--- config.mk ---
export PLATFORM = sky130hd
export DESIGN_NAME = camera_capture_win_flat
export DESIGN_NICKNAME = d
export VERILOG_FILES = /design/src/rtl/camera_capture_win_if.sv /design/src/rtl/camera_capture_win.sv /design/src/flat_wrapper.sv
export SDC_FILE = /design/constraint.sdc
export NUM_CORES = 1
export LEC_CHECK = 0
export ABC_AREA = 1
export CAP_MARGIN = 20
export CORE_MARGIN = 2
export CORE_UTILIZATION = 50
export CTS_CLUSTER_SIZE = 14
export DETAILED_ROUTE_END_ITERATION = 7
export PLACE_DENSITY = 0.76
export SYNTH_ARGS = -nofsm -noshare
export SYNTH_HDL_FRONTEND = slang
export SYNTH_SLANG_ARGS = --single-unit
--- constraint.sdc ---
create_clock -name camera_clk -period 3.4 [get_ports camera_clk]
set_input_delay 0.51 -clock camera_clk [delete_from_list [all_inputs] [get_ports camera_clk]]
set_output_delay 0.51 -clock camera_clk [all_outputs]
set_load 0.1 [all_outputs]
--- src/rtl/camera_capture_win_if.sv ---
// camera_capture_win_if: frame-buffer write bus between the capture block and the memory arbiter
interface camera_capture_win_if #(
    parameter int ADDR_W = 19,
    parameter int DATA_W = 8
);
    logic                mem_request;
    logic                mem_we;
    logic [ADDR_W-1:0]   mem_addr;
    logic [2*DATA_W-1:0] mem_din;
    logic                mem_ack;
    modport master (output mem_request, mem_we, mem_addr, mem_din, input mem_ack);
    modport slave (input mem_request, mem_we, mem_addr, mem_din, output mem_ack);
endinterface

--- src/rtl/camera_capture_win.sv ---
// camera_capture_win: camera byte stream to frame-buffer writer; define CAMERA_CAPTURE_DECIM_EN for 2:1 decimation
module camera_capture_win #(
    parameter int DATA_W     = 8,
    parameter int H_ACTIVE   = 640,
    parameter int V_ACTIVE   = 480,
    parameter int ADDR_W     = 19,
    parameter int BASE_ADDR  = 0,
    parameter int FIFO_DEPTH = 4
) (
    input  logic                 camera_clk,
    input  logic                 camera_rst_n,
    input  logic                 start,
    input  logic                 decim,
    input  logic                 camera_vsync,
    input  logic                 camera_href,
    input  logic [DATA_W-1:0]    camera_dout,
    camera_capture_win_if.master mem,
    output logic                 busy,
    output logic                 done,
    output logic                 overflow,
    output logic                 frame_err
);
    localparam int PW    = 2 * DATA_W;
    localparam int COL_W = $clog2(H_ACTIVE + 1);
    localparam int LIN_W = $clog2(2 * V_ACTIVE + 1);
    localparam int PTR_W = $clog2(FIFO_DEPTH);
    localparam int CNT_W = PTR_W + 1;
    localparam logic [COL_W-1:0]  H_MAX  = COL_W'(H_ACTIVE);
    localparam logic [LIN_W-1:0]  V_FULL = LIN_W'(V_ACTIVE);
    localparam logic [ADDR_W-1:0] BASE   = ADDR_W'(BASE_ADDR);
    localparam logic [CNT_W-1:0]  FULL   = CNT_W'(FIFO_DEPTH);

    typedef enum logic [2:0] {IDLE, ARM, SYNC, CAPTURE, DRAIN, DONE} state_t;

    state_t              state, state_n;
    logic                vsync_q, vsync_d, href_q, href_d;
    logic [DATA_W-1:0]   dout_q, upper;
    logic                phase, row_has_byte;
    logic [COL_W-1:0]    col;
    logic [LIN_W-1:0]    row, target;
    logic [ADDR_W-1:0]   addr;
    logic [ADDR_W-1:0]   fifo_addr [FIFO_DEPTH];
    logic [PW-1:0]       fifo_data [FIFO_DEPTH];
    logic [PTR_W-1:0]    wr_ptr, rd_ptr;
    logic [CNT_W-1:0]    count;
    logic                cap, vs_rise, vs_fall, href_fall, pix_done, keep, take;
    logic                push, pop, row_end, last_row, arm_ok;

`ifdef CAMERA_CAPTURE_DECIM_EN
    localparam logic [LIN_W-1:0] V_DEC = LIN_W'(2 * V_ACTIVE);
    logic decim_q;
    assign keep   = col < H_MAX && (!decim_q || (!col[0] && !row[0]));
    assign target = decim_q ? V_DEC : V_FULL;
`else
    logic decim_unused;
    assign decim_unused = decim;
    assign keep   = col < H_MAX;
    assign target = V_FULL;
`endif

    assign cap       = state == CAPTURE;
    assign vs_rise   = vsync_q & ~vsync_d;
    assign vs_fall   = ~vsync_q & vsync_d;
    assign href_fall = href_d & ~href_q;
    assign arm_ok    = start && (state == IDLE || state == DONE);
    assign pix_done  = cap & href_q & phase;
    assign take      = pix_done & keep;
    assign pop       = mem.mem_request & mem.mem_ack;
    assign push      = take & ((count != FULL) | pop);
    assign row_end   = cap & href_fall & row_has_byte;
    assign last_row  = row_end && (row + LIN_W'(1) == target);

    assign mem.mem_request = count != '0;
    assign mem.mem_we      = mem.mem_request;
    assign mem.mem_addr    = mem.mem_request ? fifo_addr[rd_ptr] : '0;
    assign mem.mem_din     = mem.mem_request ? fifo_data[rd_ptr] : '0;

    // state register
    always_ff @(posedge camera_clk or negedge camera_rst_n)
        if (!camera_rst_n) state <= IDLE;
        else state <= state_n;

    // next state and status; DONE is entered as soon as the last entry is being acknowledged
    always_comb begin
        state_n = state;
        busy    = 1'b1;
        done    = 1'b0;
        case (state)
            IDLE: begin
                busy = 1'b0;
                if (start) state_n = ARM;
            end
            ARM:     if (vs_rise) state_n = SYNC;
            SYNC:    if (vs_fall) state_n = CAPTURE;
            CAPTURE: if (vs_rise || last_row) state_n = DRAIN;
            DRAIN:   if (count == '0 || (count == CNT_W'(1) && pop)) state_n = DONE;
            DONE: begin
                busy = 1'b0;
                done = 1'b1;
                if (start) state_n = ARM;
            end
            default: state_n = IDLE;
        endcase
    end

    // input sampling, byte packing, column/row/address counters and sticky flags
    always_ff @(posedge camera_clk or negedge camera_rst_n)
        if (!camera_rst_n) begin
            {vsync_q, vsync_d, href_q, href_d} <= '0;
            dout_q       <= '0;
            upper        <= '0;
            phase        <= 1'b0;
            row_has_byte <= 1'b0;
            col          <= '0;
            row          <= '0;
            addr         <= '0;
            overflow     <= 1'b0;
            frame_err    <= 1'b0;
`ifdef CAMERA_CAPTURE_DECIM_EN
            decim_q      <= 1'b0;
`endif
        end else begin
            {vsync_d, vsync_q} <= {vsync_q, camera_vsync};
            {href_d, href_q}   <= {href_q, camera_href};
            dout_q             <= camera_dout;
            if (arm_ok) begin
                overflow  <= 1'b0;
                frame_err <= 1'b0;
`ifdef CAMERA_CAPTURE_DECIM_EN
                decim_q   <= decim;
`endif
            end
            if (state == SYNC && vs_fall) begin
                addr         <= BASE;
                col          <= '0;
                row          <= '0;
                phase        <= 1'b0;
                row_has_byte <= 1'b0;
            end
            if (cap && href_q) begin
                phase        <= ~phase;
                row_has_byte <= 1'b1;
                if (!phase) upper <= dout_q;
            end
            if (pix_done && col != H_MAX) col <= col + COL_W'(1);
            if (take) addr <= addr + ADDR_W'(1);
            if (take && !push) overflow <= 1'b1;
            if (cap && vs_rise) frame_err <= 1'b1;
            if (cap && href_fall) begin
                phase <= 1'b0;
                col   <= '0;
                if (row_has_byte) begin
                    row          <= row + LIN_W'(1);
                    row_has_byte <= 1'b0;
                end
            end
        end

    // pixel FIFO pointers; a pop in the same cycle makes room for a push into a full FIFO
    always_ff @(posedge camera_clk or negedge camera_rst_n)
        if (!camera_rst_n) begin
            wr_ptr <= '0;
            rd_ptr <= '0;
            count  <= '0;
        end else begin
            if (push) wr_ptr <= wr_ptr + PTR_W'(1);
            if (pop) rd_ptr <= rd_ptr + PTR_W'(1);
            count <= count + CNT_W'(push) - CNT_W'(pop);
        end

    // pixel FIFO storage
    always_ff @(posedge camera_clk)
        if (push) begin
            fifo_addr[wr_ptr] <= addr;
            fifo_data[wr_ptr] <= {upper, dout_q};
        end
endmodule

--- src/flat_wrapper.sv ---
// flat-port wrapper written by rule: the top's interface ports become plain ports
module camera_capture_win_flat 
#(
    parameter int DATA_W     = 8,
    parameter int H_ACTIVE   = 640,
    parameter int V_ACTIVE   = 480,
    parameter int ADDR_W     = 19,
    parameter int BASE_ADDR  = 0,
    parameter int FIFO_DEPTH = 4
)
  (camera_clk, camera_rst_n, start, decim, camera_vsync, camera_href, camera_dout, busy, done, overflow, frame_err, mem_mem_request, mem_mem_we, mem_mem_addr, mem_mem_din, mem_mem_ack);
  camera_capture_win_if #(.ADDR_W(ADDR_W), .DATA_W(DATA_W)) mem_i ();
  input  logic camera_clk;
  input  logic camera_rst_n;
  input  logic start;
  input  logic decim;
  input  logic camera_vsync;
  input  logic camera_href;
  input  logic [DATA_W-1:0] camera_dout;
  output logic busy;
  output logic done;
  output logic overflow;
  output logic frame_err;
  output wire logic [$bits(mem_i.mem_request)-1:0] mem_mem_request;
  output wire logic [$bits(mem_i.mem_we)-1:0] mem_mem_we;
  output wire logic [$bits(mem_i.mem_addr)-1:0] mem_mem_addr;
  output wire logic [$bits(mem_i.mem_din)-1:0] mem_mem_din;
  input wire logic [$bits(mem_i.mem_ack)-1:0] mem_mem_ack;
  assign mem_mem_request = mem_i.mem_request;
  assign mem_mem_we = mem_i.mem_we;
  assign mem_mem_addr = mem_i.mem_addr;
  assign mem_mem_din = mem_i.mem_din;
  assign mem_i.mem_ack = mem_mem_ack;
  camera_capture_win #(.DATA_W(DATA_W), .H_ACTIVE(H_ACTIVE), .V_ACTIVE(V_ACTIVE), .ADDR_W(ADDR_W), .BASE_ADDR(BASE_ADDR), .FIFO_DEPTH(FIFO_DEPTH)) u_core (.camera_clk(camera_clk), .camera_rst_n(camera_rst_n), .start(start), .decim(decim), .camera_vsync(camera_vsync), .camera_href(camera_href), .camera_dout(camera_dout), .mem(mem_i), .busy(busy), .done(done), .overflow(overflow), .frame_err(frame_err));
endmodule
Word level (Yosys, flattened, before mapping)
Memories as Yosys holds them, arrays and structs flattened.
Index checks and enable logic that the tools add are counted.
{"block": "word_totals", "register_bits": 73, "latchBits": 0, "ramBits": 140, "mem_bits_ro": 0, "input_bits": 15, "output_inout_bits": 41, "n_memories": 2}
{"memory": "u_core.fifo_addr", "depth": 4, "width": 19, "read_ports": 1, "rd_ports_with_merged_regs": 0, "write_ports": 1, "line": "camera_capture_win.sv:42", "rtl": "logic [ADDR_W-1:0] fifo_addr [FIFO_DEPTH];"}
{"memory": "u_core.fifo_data", "depth": 4, "width": 16, "read_ports": 1, "rd_ports_with_merged_regs": 0, "write_ports": 1, "line": "camera_capture_win.sv:43", "rtl": "logic [PW-1:0] fifo_data [FIFO_DEPTH];"}
{"block": "op_classes", "addsub": 7, "n_mul": 0, "div": 0, "magnitude_cmp": 1, "eq_ne": 14, "n_shift": 0, "mux": 30, "n_bitwise": 15, "n_reduce_logical": 24}
{"op": "10-bit two-way mux", "count": 6}
{"op": "19-bit two-way mux", "count": 3}
{"op": "10-bit by 1-bit adder with 10-bit output (second input constant)", "count": 2}
{"op": "19-bit by 1-bit adder with 19-bit output (second input constant)", "count": 1}
{"op": "16-bit two-way mux", "count": 1}
{"op": "3-bit two-way mux", "count": 5}
{"op": "3-bit case mux with 5 select lines", "count": 1}
{"op": "1-bit two-way mux", "count": 14}
{"op": "1-bit bitwise AND", "count": 10}
{"op": "10-bit by 9-bit equality test with 1-bit output (second input constant)", "count": 1}
{"op": "10-bit < comparator (second input constant)", "count": 1}
{"op": "10-bit != test (second input constant)", "count": 1}
{"op": "1-bit logical AND", "count": 9}
{"op": "3-bit nonzero test", "count": 3}
{"op": "2-bit by 1-bit != test with 1-bit output (second input constant)", "count": 4}
{"op": "3-bit by 1-bit equality test with 1-bit output (second input constant)", "count": 2}
{"op": "3-bit by 2-bit equality test with 1-bit output (second input constant)", "count": 2}
{"op": "3-bit equality test (second input constant)", "count": 2}
{"op": "3-bit zero test", "count": 2}
{"op": "2-bit nonzero test", "count": 3}
{"op": "5-bit AND reduction", "count": 1}
{"op": "2-bit by 1-bit adder with 2-bit output (second input constant)", "count": 2}
{"op": "1-bit NOT", "count": 4}
{"op": "3-bit by 1-bit adder with 3-bit output", "count": 1}
{"op": "8 further kinds", "count": 10}

Depth between registers and ports, before layout
Gate-level depths: netlist of run 1.
{"block": "logic_depth", "ltp_word": 8, "depth_mapped": 12}

Worst setup path after synthesis of run 1
OpenSTA, ideal clock, no wires.
{"block": "synth_timing", "path_type": "reg2reg", "from": "register u_core.state[1]", "to": "register u_core.state[2]", "arrival_ps": 3539, "path_slack_ps": -204, "path_stages_with_launch": 11, "path_buffers": 1, "path_cell_list": "dfrtp_1 > buf_4 > inv_2 > nand2_1 > nor2_1 > a21oi_1 > o22ai_1 > nor2_1 > nand2_1 > nand2_1 > nand2_1"}
{"block": "synth_via", "elab_chain_cells": 7, "elab_cells_between_ends": 18, "classes_between": "10 x eq/ne; 1 x mux; 2 x bitwise; 5 x reduce/logical"}
{"item": "start: declaration", "line": "camera_capture_win.sv:35", "rtl": "state_t state, state_n;"}
{"item": "start signal: assignment", "line": "camera_capture_win.sv:81", "rtl": "else state <= state_n;"}
{"item": "3-bit by 2-bit equality test with 1-bit output", "line": "camera_capture_win.sv:61, camera_capture_win.sv:88"}
{"item": "1-bit bitwise AND (2 in series)", "line": "camera_capture_win.sv:70", "rtl": "assign row_end = cap & href_fall & row_has_byte;"}
{"item": "1-bit logical AND", "line": "camera_capture_win.sv:71", "rtl": "assign last_row = row_end && (row + LIN_W'(1) == target);"}
{"item": "1-bit logical OR", "line": "camera_capture_win.sv:95", "rtl": "CAPTURE: if (vs_rise || last_row) state_n = DRAIN;"}
{"item": "2-bit != test (no line)"}
{"item": "5-bit AND reduction (no line)"}
Parallel ways exist; a longest one is shown, timed or not.
A chain may end at the register's enable or synchronous reset.

Worst setup path after layout of run 1
{"block": "layout_timing", "from": "register u_core.rd_ptr[1]", "to": "output port mem_mem_addr[7]"}
{"block": "layout_via", "elab_chain_cells": 2}
{"item": "start: declaration", "line": "camera_capture_win.sv:44", "rtl": "logic [PTR_W-1:0] wr_ptr, rd_ptr;"}
{"item": "start signal: assignment", "line": "camera_capture_win.sv:167", "rtl": "if (pop) rd_ptr <= rd_ptr + PTR_W'(1);"}
{"item": "memory 4 x 19 bit"}
{"item": "19-bit two-way mux", "line": "camera_capture_win.sv:75", "rtl": "assign mem.mem_addr = mem.mem_request ? fifo_addr[rd_ptr] : '0;"}
{"item": "end: declaration", "line": "flat_wrapper.sv:26", "rtl": "output wire logic [$bits(mem_i.mem_addr)-1:0] mem_mem_addr;"}
Every way passes these cells.

==> metrics list, run 1 <==
- The critical path crosses 6 cells after its start point.
* Worst reg2reg path endpoint: u_core.fifo_addr[2][4]$_DFFE_PP_
* Detailed Route WL: 18.1 mm
- Max stage delay cell, worst path: buf_4
- Static timing analysis puts the maximum clock frequency at 0.327 GHz.
- Multiplexer share of the synthesized area: 1.12%
- Total buffers and inverters traversed by the critical path: 3
- Pin count of the biggest net entering global routing: 74
- Boundary Pins: 56
* CTS max path bufs: 3
- DIE AREA: 19000 µm²
- The critical path is of the register to primary output type.
* Largest family of logic cells by synthesized area: simple AND/OR/NAND/NOR gates
- Global routing consumed, over all layers together, 19.9% of the routing resources.
- The congestion estimate from routability-driven global placement came to 0.796.
- Summed over its instances, the top area cell type makes up 47.0% of the synthesized netlist area.
- Mapped Cells: 822
- Width of the die: 138 µm
- Cell type with the highest aggregate area in the netlist: edfxtp_1
- In this run the tightest slew margin relative to its limit is 34.9%.
- The first global-routing pass estimated 29.4 mm of wire.
* Worst-path fanout max: 23
* Post-Place Cells: 1083
- Synthesized net count: 849
- The critical path goes through clkinv_1, buf_4, nor2_1, o21ai_0, a21oi_1, buf_12.
* Vias in the first global route: 6130
- A synthesized cell averages 10.9 µm².
- Setup repair after global routing left no endpoint under its margin.
- The min-delay analysis places its worst path in the category input port to async pin.
* Async set-reset flop share out of synthesis: 34.3%
- Synthesized cell area: 8950 µm²
- The initialized floorplan defines 48 standard-cell rows.
* CP Data Required Time: 2.89 ns
* Proportion of synthesized chip area in sequential cells: 67.4%
* Final total negative setup slack: 0 ns
* Most used flip-flop cell after synthesis: edfxtp_1
- Fin crit share: 89.8%
- Clock tree synthesis selected as its root buffer the cell clkbuf_16.
* CTS resizes: 0
* Result of the run: finished, final reports clean
- By instance count, the leading cell after synthesis is nor2_1.
* Setup slack of the most critical reg-to-reg path: 1.02 ns
- Top delay family on crit path: buffers and inverters
- Detail-routed net length per standard cell: 16.1 µm
- CP Launch Point: u_core.rd_ptr[1]$_DFFE_PN0P_
- Share of the synthesized area in compound gates (AO/OA/AOI/OAI): 9.25%
- In this run, post-CTS hold repair placed 0 buffers.
- Number of cells traversed by the worst register-to-register path: 10
* Share of layout cells above drive strength 1: 13.1%
- Worst-Skew Late Latency: 0.51 ns
* Number of nets with antenna violations after detailed routing: 0
* Worst Setup End Kind: primary output
- Final setup violation count: 0
* Initial antenna violation count: 0
* Max H-tree Level: 1
- Clock-pin slew on the worst setup and hold paths: 0.06 ns
* Total core area: 17400 µm²
* Iteration count of the initial detailed-routing pass: 5
- The synthesized netlist devotes 1.76% of its cell area to adder and majority cells.
- Main area contributors after synthesis: edfxtp_1 47%, dfrtp_1 20%, nor2_1 7.5%, o21ai_0 5.0%, nand2_1 3.7%
- The largest single stage delay on the critical path is 0.41 ns.
* Capture point of the critical path: mem_mem_addr[7]
- Number of buffers added by the clock tree synthesis step: 23
* Number of standard cells in the final layout excluding fillers: 1125
- At the end of the flow, the number of nets in the layout was 910.
- Post-detail-place hpwl: 10.4 mm
- Crit Reg-Reg Startpoint: u_core.state[0]$_DFFE_PN0P_
- Number of synthesized flops with an enable pin: 140
- Transition time at the pin with the least slew margin: 0.974 ns
* Quantity of I/O buffers inserted on ports: 54
- Flop and latch count out of synthesis: 213
- Count of unresolved DRC violations after routing: 0
* Antenna Cells: 0
- Counting every sink on the clock net gives 213.
* Synth unique cells: 37
- Once the floorplan was initialized, standard cells occupied 51.4% of the core.
- Number of post-CTS setup repair buffers: 0
- Arrival time at the worst endpoint: 2.54 ns
- TritonCTS clock tree: built
* Total overflow reported by the global router: 0
- Syn. warnings: 0
* Post-Synth Simple-Gate Area: 15.0%
- Counting instances in the post-synthesis netlist gives the leading cell types as 179 x nor2_1, 140 x edfxtp_1, 90 x o21ai_0, 89 x nand2_1, 73 x dfrtp_1.
- Time the final worst path needs with I/O delays and setup: 3.05 ns
* Final slew viol count: 0
- Number of hold violations in the final report: 0
* Max Cap Viol: 0
* Worst setup SP type: register
* Routed via count: 6124
* Starting DRT DRC Count: 508
- Using the TritonRoute via totals, the vias-per-cell ratio works out to 5.44.
* Post-Route Skew: 0.0112 ns
- Area added between synthesis and finish: 22.0%
- Floorplan die height: 138 µm
- Area share of xor/xnor cells in the synthesized design: 1.47%
-- layout by cell type, fill, tap and decap left out, types with 2 or more instances in the layout --
cell	count
clkbuf_8	3
nor4_1	4
inv_2	4
nor3_4	2
nand3_1	25
a21oi_1	49
buf_12	40
clkbuf_1	6
nor2_2	4
nor2_4	8
clkinv_2	6
nor3_1	8
nand2_2	3
mux2_2	8
dfrtp_1	72
nand4_1	6
nor2_1	173
o22ai_1	13
o21ai_0	90
nand2_1	89
inv_1	56
buf_4	12
ha_1	11
edfxtp_1	140
clkdlybuf4s50_1	14
clkbuf_16	23
xnor2_1	2
xor2_1	13
-- registers in the layout, indices dropped and copies added (netlist names), 2 cells and up --
name              flops
u_core.fifo_addr     76
u_core.fifo_data     64
u_core.addr          19
u_core.col           10
u_core.row           10
u_core.dout_q         8
u_core.upper          8
u_core.count          3
u_core.state          3
u_core.rd_ptr         2
u_core.wr_ptr         2
-- routing by layer --
metal  vias to the layer above  track usage, %  share of wire (%)
li1                       2933               -                  -
met1                      2983            25.8                 43
met2                       187            34.7                 50
met3                        21            3.27                5.9
met4                         0            5.56                1.3
met5                         -               0                  0
-- per-stage QoR --
step | hold WS, ns | setup slack (ns) | util [%] | cell area [µm²]
4_1_cts | 0.197 | 0.289 | 62.7 | 10900
2_1_floorplan | 0.214 | 0.283 | - | 8950
3_3_place_gp | 0.408 | 0.957 | 58.4 | 10200
6_report | 0.170 | 0.345 | 62.7 | 10900
5_1_grt | 0.236 | 0.163 | 62.7 | 10900
3_5_place_dp | 0.422 | 0.902 | 58.4 | 10200
-- cells by family (layout without fill, tap and decap cells) --
kind of cell | Yosys count | after routing
adders and majority gates | 12 | 12
xor gates and xnor gates | 15 | 15
muxes | 9 | 9
and+or+nand+nor | 323 | 323
AOI/OAI and AO/OA | 159 | 159
buffers and inverters | 91 | 169
DFF | 213 | 213
-- layout make-up --
| type | instances | area, µm² |
|---|---|---|
| fill | 1309 | 6500 |
| sequential | 213 | 6030 |
| multi-input combinational | 518 | 2600 |
| timing repair buffer | 66 | 1030 |
| clock buffer | 32 | 639 |
| tap | 225 | 282 |
| inverter | 61 | 229 |
| clock inverter | 10 | 105 |
-- worst min-delay path by stage --
| stage | end | slack, ns | startpoint | cells past startpoint |
|---|---|---|---|---|
| floorplan | u_core.addr[0]$_DFFE_PN0P_ | 0.21 | camera_rst_n | 0 |
| global placement | u_core.vsync_d$_DFF_PN0_ | 0.41 | u_core.vsync_q$_DFF_PN0_ | 0 |
| detailed placement | u_core.vsync_d$_DFF_PN0_ | 0.42 | u_core.vsync_q$_DFF_PN0_ | 0 |
| CTS | u_core.count[2]$_DFF_PN0_ | 0.20 | camera_rst_n | 1 |
| global route | u_core.vsync_q$_DFF_PN0_ | 0.24 | camera_rst_n | 1 |
| finish | u_core.row[8]$_DFF_PN0_ | 0.17 | camera_rst_n | 1 |
Power of run 1 is left out: the tool's default activity adds up to more than one toggle a clock period on the data nets, which glitch-free logic cannot reach.
==> inputs of run 2 (changes only) <==
--- a/config.mk
+++ b/config.mk
@@ -5,13 +5,14 @@
 export SDC_FILE = /design/constraint.sdc
 export NUM_CORES = 1
 export LEC_CHECK = 0
-export ABC_AREA = 1
+export ABC_AREA = 0
 export CAP_MARGIN = 20
 export CORE_MARGIN = 2
 export CORE_UTILIZATION = 50
 export CTS_CLUSTER_SIZE = 14
 export DETAILED_ROUTE_END_ITERATION = 7
 export PLACE_DENSITY = 0.76
+export SETUP_SLACK_MARGIN = 0.4
 export SYNTH_ARGS = -nofsm -noshare
 export SYNTH_HDL_FRONTEND = slang
 export SYNTH_SLANG_ARGS = --single-unit
==> run 2 against run 1 <==
Compared with the run above:
- core utilization fell by 0.97 points
- critical path depth decreased by 2
- first-iteration DRC count decreased by 17%
- register-to-register slack worse by 0.27 ns
- cell area decreased by 2.2%
- synthesized cell count shrank 30%
- fmax increased by 11%
- die area fell by 0.94%
- largest cell class unchanged
- highest routed layer unchanged
==> metrics list, run 2 <==
* Boundary Pins: 56
- Routability-driven placement finished with a final weighted congestion of 0.812.
* Routed via count: 5111
- After routing the design area is 10700 µm².
- Worst reg2reg path endpoint: u_core.fifo_addr[2][8]$_DFFE_PP_
- Result of the run: finished, final reports clean
* Post-Route Skew: 0.0190 ns
- Average footprint of a synthesized cell: 15.5 µm²
- After floorplanning, the core was divided into 48 placement rows.
* Quantity of I/O buffers inserted on ports: 54
- At the worst endpoint, the arrival time is 2.23 ns.
- Cell type with the highest aggregate area in the netlist: edfxtp_1
* Total core area: 17300 µm²
- Clock-pin slew was measured on the worst setup and hold paths at 0.06 ns.
- The count of nets left with antenna violations once routing finished came out at 0.
- TritonCTS clock tree: built
* Max H-tree Level: 1
- CP Data Required Time: 2.89 ns
- The path class of the tightest hold or removal check is input port to async pin.
- Vias per cell: 5.79
- Of the synthesized area, sequential elements account for 68.0%.
- STA classifies the critical path startpoint as a register.
- In the final timing run, aggregate negative setup slack is 0 ns.
- Clock latency on the worst-skew pair, taken at its later pin, is 0.49 ns.
- Antenna Cells: 0
- Counting distinct cell types in the post-synthesis netlist gives 55.
* Number of flip-flops in the largest register: 76
* Area after DPL: 10000 µm²
* Share of the synthesized area in the top cell type: 47.4%
- Transition time at the pin with the least slew margin: 0.977 ns
- The analysis attributes to cell leakage a power of 0.00389 µW.
- The number of nets in the synthesized netlist is 600.
* Detail-routed net length per standard cell: 18.7 µm
- Final slew viol count: 0
- The worst setup path is of the register to primary output kind.
- The largest registers in the layout are u_core.fifo_addr (76), u_core.fifo_data (64), u_core.addr (19).
* Minimum setup slack after placement: 0.798 ns
- Most common library cell in the layout ignoring fill and taps: edfxtp_1
- Async set-reset flop share out of synthesis: 34.3%
- Setup repair after global routing left no endpoint under its margin.
* Hold buffers post-CTS: 0
* CTS max path bufs: 3
- Entering global routing, the biggest net connects 74 pins.
- The HPWL after detailed placement is 10.2 mm.
- The number of cells on the worst reg-to-reg path is 5.
- Across all setup checks in the final design, the least slack found is 0.657 ns.
- For this design, the sink count on the clock tree is 213.
- Worst Setup End Kind: primary output
- Headroom to the max-slew limit: 34.7%
* Initial antenna violation count: 0
- Number of nets in the final layout: 669
- The initial utilization of the core area, before any placement, comes to 51.3%.
* Number of buffers added by the clock tree synthesis step: 21
* Floorplan die height: 137 µm
- For flop-to-flop paths, the worst setup slack is 0.75 ns.
* Share of layout cells above drive strength 1: 21.8%
- Max Cap Viol: 0
- In this run the critical register-to-register path is launched from u_core.state[1]$_DFFE_PN0P_.
* Peak supply drop: 0.900 mV
- Top-count cell post-synth: edfxtp_1
- u_core.fifo_addr holds more flip-flops than any other register.
- Of the available clock period, the critical path in the final layout requires 80.7%.
- Mapped Cells: 573
- Relative to the synthesized area, the layout overhead comes to 20.4%.
- The final hold violation count was 0.
* Count of unresolved DRC violations after routing: 0
- Commonest non-fill, non-tap cells in the layout: 140 x edfxtp_1, 72 x dfrtp_1, 42 x and2_1
- Worst-path fanout max: 23
- Achievable clock frequency: 0.365 GHz
- Among all flip-flop cells after synthesis, the most frequent one is edfxtp_1.
- Number of post-CTS setup repair buffers: 0
- Before antenna repair, the detailed router went through 5 iterations.
* DIE AREA: 18800 µm²
* Number of fillers in the final layout: 1233
* Flop and latch count out of synthesis: 213
* Vias in the first global route: 5258
* Detailed Route WL: 16.5 mm
* Cell area power density: 992 nW/µm²
* Clock root cell: clkbuf_16
- Gates resized during post-CTS repair numbered 0.
* Wire length of the first global-routing pass: 26.7 mm
- Synth top cells by count: 140 x edfxtp_1, 73 x dfrtp_1, 42 x and2_1, 38 x o21ai_0, 36 x nand2_1
- Total overflow reported by the global router: 0
- Summing every instance area after synthesis gives 8870 µm².
* Width of the die: 137 µm
* Syn. warnings: 0
* Main area contributors after synthesis: edfxtp_1 47%, dfrtp_1 21%, mux4_2 8.9%, and2_1 3.0%, o21ai_0 2.1%
- Final setup violation count: 0
* Starting DRT DRC Count: 420
* Total routing usage reported by global routing: 18.3%
- Number of synthesized flops with an enable pin: 140
- The worst path needs 2.74 ns of the cycle, external delays included.
## run 2: changes by cell type after synthesis, sizes merged, moves of 40 or more
cell / delta
o21ai: -50
and2: +42
nor2: -164
inv: -47
nand2: -56
a21oi: -40
## run 2: how the worst max path moves through the flow
stage | depth (start not counted) | from | slack (ns) | to
finish | 4 | u_core.rd_ptr[0]$_DFFE_PN0P_ | 0.66 | mem_mem_addr[17]
global placement | 5 | u_core.state[1]$_DFFE_PN0P_ | 0.87 | u_core.fifo_data[0][13]$_DFFE_PP_
CTS | 4 | u_core.rd_ptr[0]$_DFFE_PN0P_ | 0.60 | mem_mem_addr[6]
global route | 5 | u_core.state[1]$_DFFE_PN0P_ | 0.54 | u_core.fifo_addr[2][1]$_DFFE_PP_
detailed placement | 5 | u_core.state[1]$_DFFE_PN0P_ | 0.80 | u_core.fifo_data[2][13]$_DFFE_PP_
floorplan | 5 | u_core.state[2]$_DFFE_PN0P_ | 0.79 | u_core.fifo_addr[0][0]$_DFFE_PP_
## run 2: final cells by class
cell class,instances,area (µm²),area share (%)
Multi-Input combinational cell,326,2700,25.3
Inverter,13,48.8,0.457
Timing Repair Buffer,67,988,9.26
Sequential cell,213,6030,56.5
Tap cell,225,282,2.64
Clock buffer,28,572,5.36
Clock inverter,10,57.6,0.539
## run 2: kinds of logic after synthesis
| group | Yosys count | synth area share, % |
|---|---|---|
| and+or+nand+nor | 172 | 11.1 |
| xor gates and xnor gates | 6 | 0.593 |
| muxes | 51 | 10.8 |
| DFF | 213 | 68.0 |
| AOI/OAI and AO/OA | 85 | 6.14 |
| adders and majority gates | 12 | 1.78 |
| buffers and inverters | 34 | 1.61 |
## run 2: where the power goes
part / leakage, µW / internal [µW] / total (µW) / switching [µW]
registers: 0.00214 / 3050 / 3280 / 237
logic: 0.00144 / 1890 / 5210 / 3320
clock network: 0.000311 / 1190 / 2100 / 910
## run 2: critical path, cell delays in order (launching register included)
cell and delay, ns:
dfrtp_2 0.35, buf_4 0.41, mux4_2 0.59, and2_1 0.21
buf_12 0.17
## run 2: through the flow
step	power, µW	instances	util (%)	hold WS, ns
after floorplan	6800	573	-	0.214
after global placement	8490	844	58.1	0.428
after detailed placement	8590	844	58.1	0.436
after CTS	10700	882	61.7	0.215
after global routing	11000	882	61.7	0.272
final	10600	882	61.7	0.172
## run 2: per-layer routing
layer	global-route usage, %	vias to the layer above	share of wire (%)
met4	3.84	0	1.5
met1	23.7	2615	41
met3	2.63	22	4.7
met5	0	-	0
li1	-	2335	-
met2	32.8	139	53
No activity file was read; power rests on OpenSTA's default activity.
